==> src/rtl/adc_rx_pkg.sv <==
// adc_rx_pkg: state encoding, default frame geometry and frame-length helper for the ADC receiver
package adc_rx_pkg;
   typedef enum logic [1:0] {IDLE = 2'b00, CONV = 2'b01, QUIET = 2'b10} state_t;
   localparam int N_DEF    = 12;
   localparam int LEAD_DEF = 4;
   localparam int DIV_DEF  = 4;
   function automatic int frame_len(input int lead, input int n);
      return lead + n;
   endfunction
endpackage

==> src/rtl/sclk_tick_gen.sv <==
// sclk_tick_gen: SCLK half-period timer, strobes the Clock cycle on which SCLK must fall or rise
module sclk_tick_gen #(
   parameter int DIV = 4
) (
   input  logic Clock,
   input  logic reset,
   input  logic i_en,
   input  logic i_sclk,
   output logic o_toggle_fall,
   output logic o_toggle_rise
);
   localparam int CW = $clog2(DIV);
   logic [CW-1:0] r_cnt;
   logic          w_tick;
   assign w_tick        = i_en && (r_cnt == CW'(DIV - 1));
   assign o_toggle_fall = w_tick && i_sclk;
   assign o_toggle_rise = w_tick && !i_sclk;
   // half-period counter, held at zero outside CONV so every frame starts phase-aligned
   always_ff @(posedge Clock or posedge reset)
      if (reset) r_cnt <= '0;
      else r_cnt <= (!i_en || w_tick) ? '0 : r_cnt + 1'b1;
endmodule

==> src/rtl/protocolo_adc_rx.sv <==
// protocolo_adc_rx: SPI-style 12-bit ADC capture master (Sync/SCLK generation, MSB-first shift-in); ADC_ZERO_CHECK_EN adds frame_err
module protocolo_adc_rx
   import adc_rx_pkg::*;
#(
   parameter int N    = N_DEF,
   parameter int LEAD = LEAD_DEF,
   parameter int DIV  = DIV_DEF
) (
   input  logic         Clock,
   input  logic         reset,
   input  logic         start,
   input  logic         Data_ADC,
   output logic         Sync,
   output logic         SCLK,
   output logic [N-1:0] data_Out,
   output logic         data_valid,
   output logic         busy
`ifdef ADC_ZERO_CHECK_EN
   ,
   output logic         frame_err
`endif
);
   localparam int F  = frame_len(LEAD, N);
   localparam int BW = $clog2(F + 1);
   localparam int QW = $clog2(2 * DIV);
   state_t        r_state, w_next;
   logic [BW-1:0] r_bits;
   logic [N-1:0]  r_shift;
   logic [QW-1:0] r_quiet;
   logic          w_fall, w_rise, w_last, w_done, w_begin, w_quiet_done;
   assign w_last       = r_bits == BW'(F);
   assign w_done       = w_fall && w_last;
   assign w_begin      = (r_state == IDLE) && start;
   assign w_quiet_done = r_quiet == QW'(2 * DIV - 1);
   assign busy         = r_state != IDLE;
   sclk_tick_gen #(.DIV(DIV)) u_tick (
      .Clock        (Clock),
      .reset        (reset),
      .i_en         (r_state == CONV),
      .i_sclk       (SCLK),
      .o_toggle_fall(w_fall),
      .o_toggle_rise(w_rise)
   );
   // state register
   always_ff @(posedge Clock or posedge reset)
      if (reset) r_state <= IDLE;
      else r_state <= w_next;
   // next state: one frame per start sampled in IDLE, then the ADC quiet time
   always_comb begin
      w_next = r_state;
      case (r_state)
         IDLE:    w_next = start ? CONV : IDLE;
         CONV:    w_next = w_done ? QUIET : CONV;
         QUIET:   w_next = w_quiet_done ? IDLE : QUIET;
         default: w_next = IDLE;
      endcase
   end
   // pin timing: Sync falls on frame start, SCLK holds high after the last rising edge until Sync rises
   always_ff @(posedge Clock or posedge reset)
      if (reset) begin
         Sync <= 1'b1;
         SCLK <= 1'b1;
      end else begin
         Sync <= w_begin ? 1'b0 : (w_done ? 1'b1 : Sync);
         SCLK <= (w_rise || (w_fall && !w_last)) ? ~SCLK : SCLK;
      end
   // capture: count rising edges, drop the leading bits, shift the rest in MSB first
   always_ff @(posedge Clock or posedge reset)
      if (reset) begin
         r_bits  <= '0;
         r_shift <= '0;
      end else if (w_begin) begin
         r_bits  <= '0;
         r_shift <= '0;
      end else if (w_rise) begin
         r_bits  <= r_bits + 1'b1;
         r_shift <= (r_bits >= BW'(LEAD)) ? {r_shift[N-2:0], Data_ADC} : r_shift;
      end
   // quiet-time counter, restarted for every frame
   always_ff @(posedge Clock or posedge reset)
      if (reset) r_quiet <= '0;
      else r_quiet <= (r_state == QUIET && !w_quiet_done) ? r_quiet + 1'b1 : '0;
   // output sample and its one-cycle valid strobe
   always_ff @(posedge Clock or posedge reset)
      if (reset) begin
         data_Out   <= '0;
         data_valid <= 1'b0;
      end else begin
         data_valid <= w_done;
         data_Out   <= w_done ? r_shift : data_Out;
      end
`ifdef ADC_ZERO_CHECK_EN
   logic r_lead_err;
   // any leading bit read as 1 flags misalignment; published alongside data_valid
   always_ff @(posedge Clock or posedge reset)
      if (reset) begin
         r_lead_err <= 1'b0;
         frame_err  <= 1'b0;
      end else begin
         r_lead_err <= w_begin ? 1'b0 : (r_lead_err | (w_rise && (r_bits < BW'(LEAD)) && Data_ADC));
         frame_err  <= w_done ? r_lead_err : frame_err;
      end
`endif
endmodule

==> config.mk <==
export PLATFORM = sky130hd
export DESIGN_NAME = protocolo_adc_rx
export DESIGN_NICKNAME = d
export VERILOG_FILES = /design/src/rtl/adc_rx_pkg.sv /design/src/rtl/sclk_tick_gen.sv /design/src/rtl/protocolo_adc_rx.sv
export SDC_FILE = /design/constraint.sdc
export NUM_CORES = 1
export LEC_CHECK = 0
export ABC_AREA = 1
export BUFFER_PORTS_ARGS = -buffer_cell sky130_fd_sc_hd__clkbuf_2
export CORE_ASPECT_RATIO = 0.6
export CORE_MARGIN = 2
export CORE_UTILIZATION = 45
export CTS_BUF_LIST = sky130_fd_sc_hd__clkbuf_4 sky130_fd_sc_hd__clkbuf_8
export DETAILED_ROUTE_END_ITERATION = 8
export PLACE_DENSITY = 0.75
export SYNTH_ARGS = -nofsm -noshare
export SYNTH_HDL_FRONTEND = slang
export SYNTH_SLANG_ARGS = --single-unit
==> constraint.sdc <==
create_clock -name Clock -period 2.6 [get_ports Clock]
set_clock_uncertainty 0.1 [all_clocks]
set_input_delay 0.52 -clock Clock [delete_from_list [all_inputs] [get_ports Clock]]
set_output_delay 0.52 -clock Clock [all_outputs]
set_load 0.005 [all_outputs]
* Word level (Yosys, flattened, before mapping)
Index checks and enable logic that the tools add are counted.
** Storage, ports and cells
- Register bits after elaboration :: 39
- Input bits :: 4
- Output and inout port bits :: 16
- Word-level logic and storage cells :: 51
** Cells by class
- Add/sub/neg operators :: 3
- Magnitude comparators :: 1
- Eq/ne operators :: 5
- Multiplexer cells :: 13
- Bitwise operators :: 1
- Reductions and logical operators :: 19
** Operator list (number)
- 2-to-1 mux 12 bit :: 3
- 2-to-1 mux 5 bit :: 2
- nonzero test 2 bit :: 4
- logical AND 1 bit :: 7
- 2-to-1 mux 2 bit :: 3
- one-hot mux 2 bit (3 select lines) :: 1
- adder 5 x 1 -> 5 bit, second input constant :: 1
- == test 5 bit, second input constant :: 1
- >= comparator 5 x 3 -> 1 bit, second input constant :: 1
- == test 2 bit, second input constant :: 2
- zero test 1 bit :: 4
- adder 3 x 1 -> 3 bit, second input constant :: 1
- == test 3 bit, second input constant :: 1
- 2-to-1 mux 1 bit :: 3
- 2-to-1 mux 3 bit :: 1
- adder 2 x 1 -> 2 bit, second input constant :: 1
- == test 2 x 1 -> 1 bit, second input constant :: 1
- zero test 2 bit :: 1
- logical OR 1 bit :: 2
- AND reduction 2 bit :: 1
- NOT 1 bit :: 1

* Logic depth before layout (Yosys ltp)
Gate-level depths: netlist of run 1.
- Depth after elaboration :: 6
- Gate-level depth with buffers :: 9
- Depth with buffers taken out :: 8

* Modules after synthesis
A second synthesis of run 1 with hierarchy kept.
** Unflattened totals
- Cell total of the unflattened synthesis :: 203
- Area total of the unflattened synthesis :: 1809.2 um2
** By module, submodules not included
- protocolo_adc_rx :: instances 1, cells each 190, area an instance 1709.1 um2, seq. area each 928.4 um2
- sclk_tick_gen :: instances 1, cells each 13, area an instance 100.1 um2, seq. area each 50.0 um2

* Least setup slack after synthesis of run 1
Ideal clock, no wire load.
- Kind :: reg-to-reg
- Start :: reg r_bits[0]
- End :: reg data_Out[0]
- Library setup time :: 116 ps
- Arrival time :: 1150 ps
- Data required time :: 2384 ps
- Setup slack :: 1234 ps
- Stages on the path, launching flop included :: 9
- Path buffers :: 1
- Period minus slack after synthesis :: 1366 ps
- Cell sequence :: dfrtp_1 > inv_1 > ha_1 > nand3_2 > nor2_4 > nand2_4 > buf_6 > nand2_1 > nand2_1
** Between the ends
- Cells in the longest elaborated chain, start to end :: 2
** Ends and longest elaborated chain
- start, declared :: RTL line protocolo_adc_rx.sv:27 : logic [BW-1:0] r_bits;
- start signal, assigned :: RTL line protocolo_adc_rx.sv:76 : r_bits <= r_bits + 1'b1;
- == test 5 bit :: RTL line protocolo_adc_rx.sv:31 : assign w_last = r_bits == BW'(F);
- logical AND 1 bit :: RTL line protocolo_adc_rx.sv:32 : assign w_done = w_fall && w_last;
- end signal, assigned :: RTL line protocolo_adc_rx.sv:90 : data_Out <= w_done ? r_shift : data_Out;
- end, declared :: RTL line protocolo_adc_rx.sv:15 : output logic [N-1:0] data_Out,
Every way passes these cells.
A chain may end at the register's enable or synchronous reset.

* Worst setup path after layout of run 1
- Start :: reg r_state[1]
- End :: reg r_shift[10]
** Between the ends
- Cells in the longest elaborated chain, start to end :: 5
- Elaborated cells between the ends (all ways) :: 9
- Classes of those cells :: 1 x eq/ne; 1 x mux; 7 x reduce/logical
** Ends and longest elaborated chain
- start, declared :: RTL line protocolo_adc_rx.sv:26 : state_t r_state, w_next;
- start signal, assigned :: RTL line protocolo_adc_rx.sv:47 : else r_state <= w_next;
- == test 2 x 1 -> 1 bit :: RTL line protocolo_adc_rx.sv:39 : .i_en (r_state == CONV),
- logical AND 1 bit :: RTL line sclk_tick_gen.sv:15 : assign w_tick = i_en && (r_cnt == CW'(DIV - 1));
- logical AND 1 bit :: RTL line sclk_tick_gen.sv:17 : assign o_toggle_rise = w_tick && !i_sclk;
- nonzero test 2 bit (no line)
- AND reduction 2 bit (no line)
- end signal, assigned :: RTL line protocolo_adc_rx.sv:77 : r_shift <= (r_bits >= BW'(LEAD)) ? {r_shift[N-2:0], Data_ADC} : r_shift;
- end, declared :: RTL line protocolo_adc_rx.sv:28 : logic [N-1:0] r_shift;
Several ways; a longest one is shown, not always the timed one.

==> run summary, run 1 <==
Synth cell count leaders: nand2_1 (70), dfrtp_1 (37), nand4_1 (15), inv_1 (10), nor2_1 (10)
Post-synth top area share: 0.532
Ys async rst share: 1.00
Combinational family with the most area after synthesis: simple AND/OR/NAND/NOR gates
N_diodes: 0
Grt met1 use: 0.244
Via count: 1,252
Slew Viols, Final: 0
Top cells by area, synth: dfrtp_1 (53%), nand2_1 (15%), nand4_1 (5.4%), ha_1 (3.6%), dfstp_2 (3.0%)
Overall Global Routing Usage: 0.169
H-tree levels: 2
Number of synthesized flops with an enable pin: 0
Die W: 84.3 microns
Net Count, Synth: 195
Via/cell ratio: 4.93
Critical path's slowest cell: dfrtp_1
Post-CTS resize count: 0
Initial Utilization: 0.473
Post-DRT Antenna Nets: 0
CTS sink count: 39
Syn-to-layout area delta: 10.1%
Worst Path Arrival: 1760 ps
CP Max Fanout: 21
Cell Area, Synth: 1740 sq um
Synth Area in Compound Gates: 0.0201
GR met2 Demand/Resource: 0.231
Routed wire per std cell: 12.8 microns
Adder-cell area share of the yosys netlist: 0.0359
Total Power: 1050 uW
Routed WL: 3.26 mm
Crit-path cells: inv_2, nand3_2, nand2_1, nand2_2, nand2_1, nand2_1
Worst-Skew Late Latency: 290 ps
Final setup fails: 0
Initial antenna violation count: 0
IO buf count: 19
CP bufs+invs: 1
Primary FF master, synth: dfrtp_1
Multi-input gate area: 631 sq um
Detail Placement HPWL: 2.18 mm
XOR/XNOR share of the synthesized area: 0.00503
Setup bufs post-CTS: 0
Post-synthesis cell count: 186
GPL Wtd Cong: 0.836
VDD IR-drop max: 0.242 mV
DRT iter0 DRCs: 49
Layout fillers: 351
CTS tree: done
Setup TNS Final: 0 ps
Post-route clock period utilization: 0.646
Fin nets: 215
Grt total ovfl: 0
Synth area leader: dfrtp_1
M3 GR Usage: 0.0709
Clk slew on worst S/H paths: 70 ps
CTS root buf: clkbuf_8
Final hold violation count: 0
Top-count cell post-synth: nand2_1
Worst-margin pin slew: 494 ps
Largest net degree at the start of global routing: 40
Leak pwr: 0.00106 uW
Die area: 4400 sq um
Min cycle time layout: 1680 ps
YS warnings: 0
Req. time, crit path: 2680 ps
Sequential share of the synthesized area: 0.562
Syn avg cell area: 9.36 sq um
Pre-antenna DRT Iters: 6
Post-synthesis register bit count: 39
Sequential Area: 978 sq um
Fmax: 596 MHz
Crit Path Class: reg2reg
Fin util: 0.521
Max_cap viols: 0
Row count: 17
TritonCTS Buffers: 5
Critical Path Max Stage Delay: 370 ps
PnR worst setup slack: 921 ps
Synth Area in Simple Gates: 0.301
Worst setup EP type: flop
Hold buffers post-CTS: 0
First-pass GRT wire length: 5.51 mm
Busiest grt layer: met1
Relative slew slack: 0.671
Vias in the first global route: 1,144
Unrepaired setup endpoints after global routing: no
Startpoint Class: flop
Status: finished, final reports clean
Core area: 3680 sq um
Die Ht: 52.2 microns
Worst Hold Class: in2async
Crit-path most repeated cell: nand2_1
Top Ports: 20
Unique masters post-synth: 23
Crit-path leading delay family: simple AND/OR/NAND/NOR gates
Dpl ws: 814 ps
Final routed DRC violation total: 0
PD cells: 548 nW/um^2
Max clock buf depth: 2
Mux cell area share after synthesis: 0
Fraction of layout cells with a size suffix above 1: 0.208
worst paths after layout:
kind	from	to	slack, ps	cells past startpoint
min in group Clock	u_tick.r_cnt[0]	u_tick.r_cnt[0]	340	1
worst min-delay path	reset	r_state[1]	220	3
worst min register to register	u_tick.r_cnt[0]	u_tick.r_cnt[0]	340	1
worst max-delay path	r_state[1]	r_shift[10]	920	6
max in group asynchronous	reset	Sync	1830	3
worst max register to register	r_state[1]	r_shift[10]	920	6
worst register-to-register path: stages, from the launching register on:
cell and delay (ps):
dfrtp_1 370, inv_2 110, nand3_2 370, nand2_1 270, nand2_2 180, nand2_1 110, nand2_1 60
power by group:
| group | internal, uW | switching (uW) | total (uW) | leakage (uW) |
|---|---|---|---|---|
| clock | 209 | 211 | 420 | 0.0000491 |
| combinational | 3.88 | 13.7 | 17.6 | 0.000495 |
| sequential | 610 | 2.57 | 612 | 0.000514 |
state kept, by name, indices dropped and copies added, names as in the netlist:
name and count:
r_state 2, r_shift 12, r_quiet 3, SCLK 1, Sync 1, u_tick.r_cnt 2
r_bits 5, data_valid 1, data_Out 12
cell type report:
type | instances | share of cell area
Inverter | 14 | 0.0300
Timing Repair Buffer | 20 | 0.0535
Clock inverter | 1 | 0.00261
Tap cell | 47 | 0.0307
Clock buffer | 7 | 0.0437
Multi-Input combinational cell | 126 | 0.329
Sequential cell | 39 | 0.510
through the flow:
step	hold slack (ps)	area [sq um]	std cells
after floorplan	310	1740	186
after global placement	327	1830	246
after detailed placement	327	1830	246
after CTS	237	1920	254
after global routing	260	1920	254
final	219	1920	254
routing by layer:
layer	part of all wire	wire, microns	up-vias
li1	-	-	635
met1	0.54	1760	587
met2	0.40	1320	26
met3	0.047	154	4
met4	0.0068	22	0
met5	0	0	-
placed cells by master (no fill, tap or decap):
| master | Yosys | routed |
|---|---|---|
| buf_4 | 2 | 1 |
| inv_6 | 1 | 1 |
| nand3_2 | 3 | 3 |
| nor3_1 | 1 | 1 |
| dfstp_2 | 2 | 2 |
| dfrtp_1 | 37 | 37 |
| inv_1 | 10 | 10 |
| a21oi_1 | 1 | 1 |
| xor2_1 | 1 | 1 |
| nand3_1 | 7 | 7 |
| clkbuf_4 | 0 | 2 |
| o21ai_0 | 6 | 6 |
| nor2_4 | 2 | 2 |
| clkinv_2 | 0 | 1 |
| clkbuf_8 | 0 | 5 |
| nor3b_1 | 1 | 1 |
| nand4_1 | 15 | 15 |
| nand2_4 | 1 | 1 |
| clkbuf_2 | 0 | 19 |
| inv_2 | 3 | 3 |
| nand2_1 | 70 | 70 |
| nand2_2 | 3 | 3 |
| nor2_1 | 10 | 10 |
| ha_1 | 5 | 5 |
cells by family after synthesis:
| kind of cell | after synthesis |
|---|---|
| AND/OR/NAND/NOR | 113 |
| adder cells (fa/ha/maj) | 5 |
| buffers and inverters | 21 |
| flip-flops | 39 |
| AO/OA/AOI/OAI | 7 |
| XOR/XNOR | 1 |
Power figures use the tool's default switching activity.
==> run 2, diff against run 1 <==
--- a/config.mk
+++ b/config.mk
@@ -12,7 +12,7 @@
 export CORE_UTILIZATION = 45
 export CTS_BUF_LIST = sky130_fd_sc_hd__clkbuf_4 sky130_fd_sc_hd__clkbuf_8
 export DETAILED_ROUTE_END_ITERATION = 8
-export PLACE_DENSITY = 0.75
+export PLACE_DENSITY = 0.78
 export SYNTH_ARGS = -nofsm -noshare
 export SYNTH_HDL_FRONTEND = slang
 export SYNTH_SLANG_ARGS = --single-unit
==> constraint.sdc (replaced) <==
create_clock -name Clock -period 1.4 [get_ports Clock]
set_clock_uncertainty 0.1 [all_clocks]
set_input_delay 0.28 -clock Clock [delete_from_list [all_inputs] [get_ports Clock]]
set_output_delay 0.28 -clock Clock [all_outputs]
set_load 0.005 [all_outputs]
==> run summary, run 2 (synthesized netlist as in run 1, its figures left out) <==
Status: finished, violations left
Violated checks: negative setup slack
GPL Wtd Cong: 0.854
Max_cap viols: 0
Vias in the first global route: 1,348
CP Max Fanout: 3
VDD IR-drop max: 0.680 mV
Worst-Skew Late Latency: 280 ps
Switch Pwr: 426 uW
Post-DRT Antenna Nets: 0
Clk slew on worst S/H paths: 80 ps
Fin nets: 235
Core area: 3680 sq um
Worst setup EP type: output pin
Crit Path Class: reg2out
Final setup fails: 1
Row count: 17
Top Ports: 20
Dpl ws: -65.6 ps
Final routed DRC violation total: 0
Die Ht: 52.2 microns
Initial antenna violation count: 0
Leak pwr: 0.00114 uW
Worst Path Arrival: 1040 ps
Combinational power share: 0.020
Final hold violation count: 0
Via/cell ratio: 4.97
Detail Placement HPWL: 2.56 mm
Post-route clock period utilization: 1.02
Worst Hold Class: in2reg
Worst-margin pin slew: 230 ps
Min cycle time layout: 1420 ps
DRT iter0 DRCs: 20
Fin util: 0.593
Fmax: 702 MHz
Die area: 4400 sq um
N_diodes: 0
Routed WL: 3.72 mm
Die W: 84.3 microns
H-tree levels: 2
M3 GR Usage: 0.0520
Startpoint Class: flop
TritonCTS Buffers: 5
Max clock buf depth: 2
Grt met1 use: 0.285
Via count: 1,363
Syn-to-layout area delta: 25.3%
First-pass GRT wire length: 6.26 mm
Pre-antenna DRT Iters: 4
Total Power: 1940 uW
Largest registers: data_Out (12), r_shift (12), r_bits (5)
Most common cell after layout, fill and taps aside: nand2_1
PD cells: 889 nW/um^2
GR met2 Demand/Resource: 0.278
Req. time, crit path: 1020 ps
Unrepaired setup endpoints after global routing: yes
Initial Utilization: 0.473
Seq pwr share: 0.586
Most frequent cells in the layout: nand2_1 (69), dfrtp_1 (37), clkbuf_2 (18)
Layout fillers: 337
PnR worst setup slack: -24.3 ps
CTS root buf: clkbuf_8
Relative slew slack: 0.846
Largest net degree at the start of global routing: 40
Fraction of layout cells with a size suffix above 1: 0.330
Routed wire per std cell: 13.6 microns
Grt total ovfl: 0
Busiest grt layer: met1
Design internal power: 1510 uW
IO buf count: 19
Net Sw Frac: 0.220
Overall Global Routing Usage: 0.188
Slew Viols, Final: 0
CTS tree: done
CTS sink count: 39
Clock power frac: 0.393
[run 2: layer usage]
| layer | vias up | share of wire | wire, microns |
|---|---|---|---|
| met5 | - | 0 | 0 |
| met3 | 0 | 0.069 | 256 |
| met4 | 0 | 0 | 0 |
| met2 | 38 | 0.41 | 1550 |
| met1 | 644 | 0.52 | 1920 |
| li1 | 681 | - | - |
[run 2: critical path: stages (launching register included)]
cell     delay [ps]
dfstp_2         570
buf_6           110
buf_6            80
[run 2: final timing paths]
kind	from	end	slack [ps]	cells past startpoint
worst max register to register	r_bits[0]	Sync	0	8
max in group asynchronous	reset	SCLK	480	4
worst min register to register	r_quiet[0]	r_quiet[0]	340	1
worst max-delay path	SCLK	SCLK	-20	2
worst min-delay path	Data_ADC	r_shift[0]	140	3
min in group asynchronous	reset	u_tick.r_cnt[1]	470	4
[run 2: repair_timing]
action                                  in CTS  in global routing
hold buffers                                 1                  0
resized for setup                           12                 15
gates cloned                                 2                  0
endpoints found under the setup margin      29                 33
buffers inserted                             3                  3
pin swaps                                    4                  8
endpoints found under the hold margin       37                  0
[run 2: area by class of cell]
cell class                 count  area (sq um)  area share
timing repair buffer          38           275       0.126
clock inverter                 2          12.5     0.00574
clock buffer                   6          76.3      0.0350
inverter                      14          60.1      0.0275
multi-input combinational    127           711       0.326
tap                           47          58.8      0.0270
timing repair inverter         1          8.76     0.00402
sequential                    39           978       0.449
[run 2: metrics by stage]
| step | TNS, ps | hold WS, ps | std cells | instance area (sq um) |
|---|---|---|---|---|
| 2_1_floorplan | 0 | 310 | 186 | 1740 |
| 3_3_place_gp | -24.2 | 230 | 257 | 1940 |
| 3_5_place_dp | -741 | 233 | 257 | 1940 |
| 4_1_cts | -203 | 130 | 271 | 2100 |
| 5_1_grt | -972 | 155 | 274 | 2180 |
| 6_report | -24.3 | 136 | 274 | 2180 |
[run 2: power by group through the flow]
stage	Combinational, uW	Sequential, uW	Clock, uW
final	39.4	1140	763
after global routing	46.4	1140	829
after CTS	42.2	1140	778
after detailed placement	39.9	1160	0
after global placement	38.6	1160	0
after floorplan	20.8	1160	0
